===== src/rtl/sp_pkg.sv =====
// Shared definitions for the serial link (transmitter and receiver sides).
package sp_pkg;

  // Alignment / idle character recognised by the receiver.
  localparam logic [7:0] COMMA_BC = 8'hBC;

  // Bits per character on the serial line.
  localparam int BITS_PER_CHAR = 8;

  // Link state: sending the opening comma run, or carrying user data.
  typedef enum logic {
    SYNC = 1'b0,
    RUN  = 1'b1
  } tx_state_e;

  // Character for a slot: the held byte once the link runs and one is waiting, else the comma.
  function automatic logic [7:0] select_char(input logic       in_run,
                                             input logic       full,
                                             input logic [7:0] hold,
                                             input logic [7:0] comma);
    select_char = (in_run && full) ? hold : comma;
  endfunction

endpackage


===== src/rtl/paralelo_serial_tx_if.sv =====
// Byte handshake in, serial line and status out, for the parallel-to-serial transmitter.
interface paralelo_serial_tx_if;
  import sp_pkg::*;

  logic [7:0] data_in;
  logic       valid_in;
  logic       ready_out;
  logic       data_out;
  logic       active_out;
  logic       char_start;

  // Byte producer side (drives bytes, observes the line).
  modport master (
    output data_in, valid_in,
    input  ready_out, data_out, active_out, char_start
  );

  // Transmitter side.
  modport slave (
    input  data_in, valid_in,
    output ready_out, data_out, active_out, char_start
  );

endinterface


===== src/rtl/paralelo_serial_tx.sv =====
// Parallel-to-serial transmitter: opens with a comma run, then shifts bytes out MSB-first,
// one bit per clock, filling empty slots with the comma character.
module paralelo_serial_tx
  import sp_pkg::*;
#(
  parameter logic [7:0] COMMA       = COMMA_BC,
  parameter int         SYNC_COMMAS = 4
) (
  input  logic                 clk_32f,
  input  logic                 reset,
  paralelo_serial_tx_if.slave  bus
);

  localparam int            CNT_W     = $clog2(BITS_PER_CHAR);
  localparam logic [0:0]    ST_SYNC   = 1'(SYNC);
  localparam logic [0:0]    ST_RUN    = 1'(RUN);
  // Comma count value seen at the slot start that loads the last sync comma.
  localparam logic [2:0]    LAST_SYNC = 3'(SYNC_COMMAS - 1);

  logic [0:0]       r_state;
  logic [CNT_W-1:0] r_bit_cnt;
  logic [2:0]       r_comma_cnt;
  logic             r_full;
  logic [7:0]       r_hold;
  logic [6:0]       r_shift;      // bits still to send after the MSB already on the line
  logic             r_data_out;
  logic             r_char_start;

  logic             w_slot_start;
  logic             w_run;
  logic             w_ready;
  logic             w_accept;
  logic             w_take_hold;
  logic [7:0]       w_char;

  assign w_slot_start = (r_bit_cnt == '0);
  assign w_run        = (r_state == ST_RUN);
  assign w_ready      = w_run && !r_full;
  assign w_accept     = bus.valid_in && w_ready;
  assign w_take_hold  = w_slot_start && w_run && r_full;
  assign w_char       = select_char(w_run, r_full, r_hold, COMMA);

  assign bus.ready_out  = w_ready;
  assign bus.data_out   = r_data_out;
  assign bus.active_out = w_run;
  assign bus.char_start = r_char_start;

  // Free-running bit position within the current byte slot.
  always_ff @(posedge clk_32f or posedge reset) begin
    if (reset) begin
      r_bit_cnt <= '0;
    end else begin
      r_bit_cnt <= r_bit_cnt + 1'b1;
    end
  end

  // Sync comma run: count commas started, enter RUN after the slot that loads the last one.
  always_ff @(posedge clk_32f or posedge reset) begin
    if (reset) begin
      r_state     <= ST_SYNC;
      r_comma_cnt <= '0;
    end else if (!w_run && w_slot_start) begin
      r_comma_cnt <= r_comma_cnt + 3'd1;
      if (r_comma_cnt == LAST_SYNC) begin
        r_state <= ST_RUN;
      end
    end
  end

  // One-byte holding register; ready is low while full, so accept and consume never coincide.
  always_ff @(posedge clk_32f or posedge reset) begin
    if (reset) begin
      r_full <= 1'b0;
      r_hold <= '0;
    end else if (w_accept) begin
      r_full <= 1'b1;
      r_hold <= bus.data_in;
    end else if (w_take_hold) begin
      r_full <= 1'b0;
    end
  end

  // Shift register and registered line outputs: load at slot start, shift on the other edges.
  always_ff @(posedge clk_32f or posedge reset) begin
    if (reset) begin
      r_shift      <= '0;
      r_data_out   <= 1'b0;
      r_char_start <= 1'b0;
    end else begin
      r_char_start <= w_slot_start;
      if (w_slot_start) begin
        r_shift    <= w_char[6:0];
        r_data_out <= w_char[7];
      end else begin
        r_shift    <= {r_shift[5:0], 1'b0};
        r_data_out <= r_shift[6];
      end
    end
  end

endmodule


===== src/flat_wrapper.sv =====
// flat-port wrapper written by rule: the top's interface ports become plain ports
module paralelo_serial_tx_flat import sp_pkg::*;
#(
  parameter logic [7:0] COMMA       = COMMA_BC,
  parameter int         SYNC_COMMAS = 4
)
  (clk_32f, reset, bus_data_in, bus_valid_in, bus_ready_out, bus_data_out, bus_active_out, bus_char_start);
  paralelo_serial_tx_if bus_i ();
  input  logic clk_32f;
  input  logic reset;
  input wire logic [$bits(bus_i.data_in)-1:0] bus_data_in;
  input wire logic [$bits(bus_i.valid_in)-1:0] bus_valid_in;
  output wire logic [$bits(bus_i.ready_out)-1:0] bus_ready_out;
  output wire logic [$bits(bus_i.data_out)-1:0] bus_data_out;
  output wire logic [$bits(bus_i.active_out)-1:0] bus_active_out;
  output wire logic [$bits(bus_i.char_start)-1:0] bus_char_start;
  assign bus_i.data_in = bus_data_in;
  assign bus_i.valid_in = bus_valid_in;
  assign bus_ready_out = bus_i.ready_out;
  assign bus_data_out = bus_i.data_out;
  assign bus_active_out = bus_i.active_out;
  assign bus_char_start = bus_i.char_start;
  paralelo_serial_tx #(.COMMA(COMMA), .SYNC_COMMAS(SYNC_COMMAS)) u_core (.clk_32f(clk_32f), .reset(reset), .bus(bus_i));
endmodule

===== config.mk =====
export PLATFORM = sky130hd
export DESIGN_NAME = paralelo_serial_tx_flat
export DESIGN_NICKNAME = d
export VERILOG_FILES = /design/src/rtl/sp_pkg.sv /design/src/rtl/paralelo_serial_tx_if.sv /design/src/rtl/paralelo_serial_tx.sv /design/src/flat_wrapper.sv
export SDC_FILE = /design/constraint.sdc
export NUM_CORES = 1
export LEC_CHECK = 0
export CAP_MARGIN = 20
export CORE_MARGIN = 2
export CORE_UTILIZATION = 45
export CTS_CLUSTER_DIAMETER = 200
export DETAILED_ROUTE_END_ITERATION = 10
export GPL_TIMING_DRIVEN = 0
export HOLD_SLACK_MARGIN = 0.05
export PLACE_DENSITY = 0.69
export SLEW_MARGIN = 20
export SYNTH_ARGS = -nofsm -noshare
export SYNTH_HDL_FRONTEND = slang
export SYNTH_SLANG_ARGS = --single-unit

===== constraint.sdc =====
create_clock -name clk_32f -period 3.48 [get_ports clk_32f]
set_input_delay 0.348 -clock clk_32f [delete_from_list [all_inputs] [get_ports clk_32f]]
set_output_delay 0.348 -clock clk_32f [all_outputs]
set_load 0.05 [all_outputs]

==> impl_metrics.ini <==
[cts]
h-tree-depth = 1
clock-root-buffer = clkbuf_4
clk_pin_slew_worst_paths_ns = 0.12
tritoncts = built
post_cts_buffers = 0
cts.path.max_buffers = 2
numCtsBuffers = 3
cts_resized = 0
cts_hold_buf = 0
clock-sinks = 25
insertion_delay_ns = 0.32

[worst_setup_path]
ff2ff_path_depth = 4
cp.required_ns = 3.13
crit_fanout = 8
start_kind = flop
r2r-start = u_core.r_bit_cnt[0]
crit_start = u_core.bus.active_out
rr_endpoint = u_core.r_comma_cnt[1]
critPathKind = reg -> out
r2r_slack_ns = 2.05
end_kind = primary output
crit_end = bus_ready_out
arrival_ns = 1.86

[grt]
grt_pass1_vias = 527
grt_use_total_pct = 13.31
grt_first_pass_wirelength_um = 2373
antenna_found_initial = 0
grt_max_degree = 26
overflow = 0

[run]
maxCapViolCount = 0

[power]
p_per_area_nw_per_um2 = 438.0
ir_worst_vdd_uv = 246.9
p_leak_nw = 0.5396
total_power_mw = 0.5173

[cells_and_area]
layout_commonest_cell = dfrtp_1
final_cell_mix = dfrtp_1 (25), clkdlybuf4s50_1 (14), mux2_2 (9)
nets = 97
final_layout_size_suffix_gt1_share_pct = 18.52
antennaDiodeCount = 0
syn2layout_area_growth_pct = 20.87

[die]
std_cell_rows = 16
io_pins = 15
start_util_pct = 48.81
die-area_um2 = 2560
die_y_um = 50.60
die_w_um = 50.60
core_um2 = 2002

[placement]
port_buffers = 14
dpl.hpwl_um = 976.7
gp_congestion = 0.6717

[timing]
finalCriticalPeriod_ns = 2.210
fmax_mhz = 452.4
tightest_slew_ns = 0.8940
hold_viol = 0
slew_headroom_pct = 40.33
setup_violations = 0
setup_tns_ns = 0
post-route-period-util_pct = 63.52
rsz0062_at_grt = false
slew_viol_final = 0
finClkSkew_ns = 0.01226

[route]
routed-via-count = 534
drt-initial-drc-count = 3
vias_per_cell = 4.944
wire_per_inst_um = 12.49
drt_pass1_iterations = 2
drc = 0
finalWirelength_um = 1349
ant_nets = 0

[logic_synthesis]
yosysSeqAreaShare_pct = 64.02
ys_ff_latch = 25
syn-mean-instance-area_um2 = 15.51
synth_area_um2 = 977.2
syn_inst = 63
synth_fp_nets = 78
synth_cell_types = 18
ys_warn_count = 0

[status]
status = completed

[hold_path]
hold_class = reg -> reg
-- registers in the layout (all words and copies together) (netlist names) --
signal	flops
u_core.r_shift	7
u_core.r_full	1
u_core.r_bit_cnt	3
u_core.bus.char_start	1
u_core.r_hold	8
u_core.bus.data_out	1
u_core.bus.active_out	1
u_core.r_comma_cnt	3
-- logic make-up (layout without fill, tap and decap cells) --
kind of cell             Yosys count  count (layout)  share of synthesized area (%)
AO/OA/AOI/OAI                      9               9                          7.554
XOR/XNOR                           2               2                          1.793
adder cells (fa/ha/maj)            4               4                          5.122
buffers and inverters              5              23                          1.921
flip-flops                        25              25                          64.02
multiplexers                      10              10                          11.40
AND/OR/NAND/NOR                    8               8                          8.196
-- worst min-delay path by stage --
stage / slack (ns) / depth (start not counted) / startpoint / to
final: 0.46 / 1 / u_core.r_bit_cnt[0] / u_core.r_bit_cnt[0]
after global routing: 0.50 / 1 / u_core.r_bit_cnt[0] / u_core.r_bit_cnt[0]
after CTS: 0.47 / 1 / u_core.r_bit_cnt[0] / u_core.r_bit_cnt[0]
after detailed placement: 0.45 / 1 / u_core.r_bit_cnt[0] / u_core.r_bit_cnt[0]
after global placement: 0.43 / 1 / u_core.r_bit_cnt[0] / u_core.r_bit_cnt[0]
after floorplan: 0.38 / 1 / reset / u_core.bus.active_out
-- area by class of cell --
type,instances,area (µm²)
clock buffers,3,22.52
clock inverters,1,7.507
fillers,170,820.8
inverters,5,18.77
multi-input cells,33,332.8
flip-flops and latches,25,625.6
well taps,27,33.78
repair buffers,14,140.1
-- synthesized netlist by cell type --
library cell,number,share of area (%)
dfrtp_1,25,64
mux2_2,9,10
inv_1,5,1.9
o22a_1,5,4.5
ha_1,4,5.1
a22o_1,2,1.8
xor2_1,2,1.8
a21o_1,1,0.77
a21oi_1,1,0.51
and2_1,1,0.64
and4b_1,1,1.0
mux2i_1,1,1.0
nand2b_1,1,0.64
nand3b_4,1,2.0
nand4b_1,1,0.90
nor2_1,1,0.38
nor2b_1,1,0.64
nor3b_4,1,1.9
-- where the power goes --
part	leakage (nW)	switching [mW]	total, mW	internal [mW]
Clock	0.0139	0.0845	0.128	0.0440
Combinational	0.231	0.0221	0.0573	0.0352
Sequential	0.294	0.0120	0.332	0.320
-- metal layers --
layer / global-route usage [%] / wire length, µm / part of all wire [%] / vias to the layer above
li1: - / - / - / 259
met1: 16.77 / 619 / 46 / 258
met2: 19.74 / 619 / 46 / 12
met3: 3.571 / 64 / 4.7 / 5
met4: 9.459 / 46 / 3.4 / 0
met5: 0 / 0 / 0 / -
-- metrics by stage --
stage | worst slack (ns) | std cells | util (%) | hold WS, ns | area [µm²]
after floorplan | 1.562 | 63 | - | 0.3753 | 977.2
after global placement | 1.616 | 104 | 57.50 | 0.4283 | 1151
after detailed placement | 1.608 | 104 | 57.50 | 0.4478 | 1151
after CTS | 1.230 | 108 | 59.00 | 0.4657 | 1181
after global routing | 1.166 | 108 | 59.00 | 0.4966 | 1181
final | 1.270 | 108 | 59.00 | 0.4563 | 1181
-- worst max-delay path: stages, from the launching register on --
cell and delay, ns:
dfrtp_1 0.56, nor2b_1 0.18, clkdlybuf4s50_1 0.81
No activity file was read; power rests on OpenSTA's default activity.
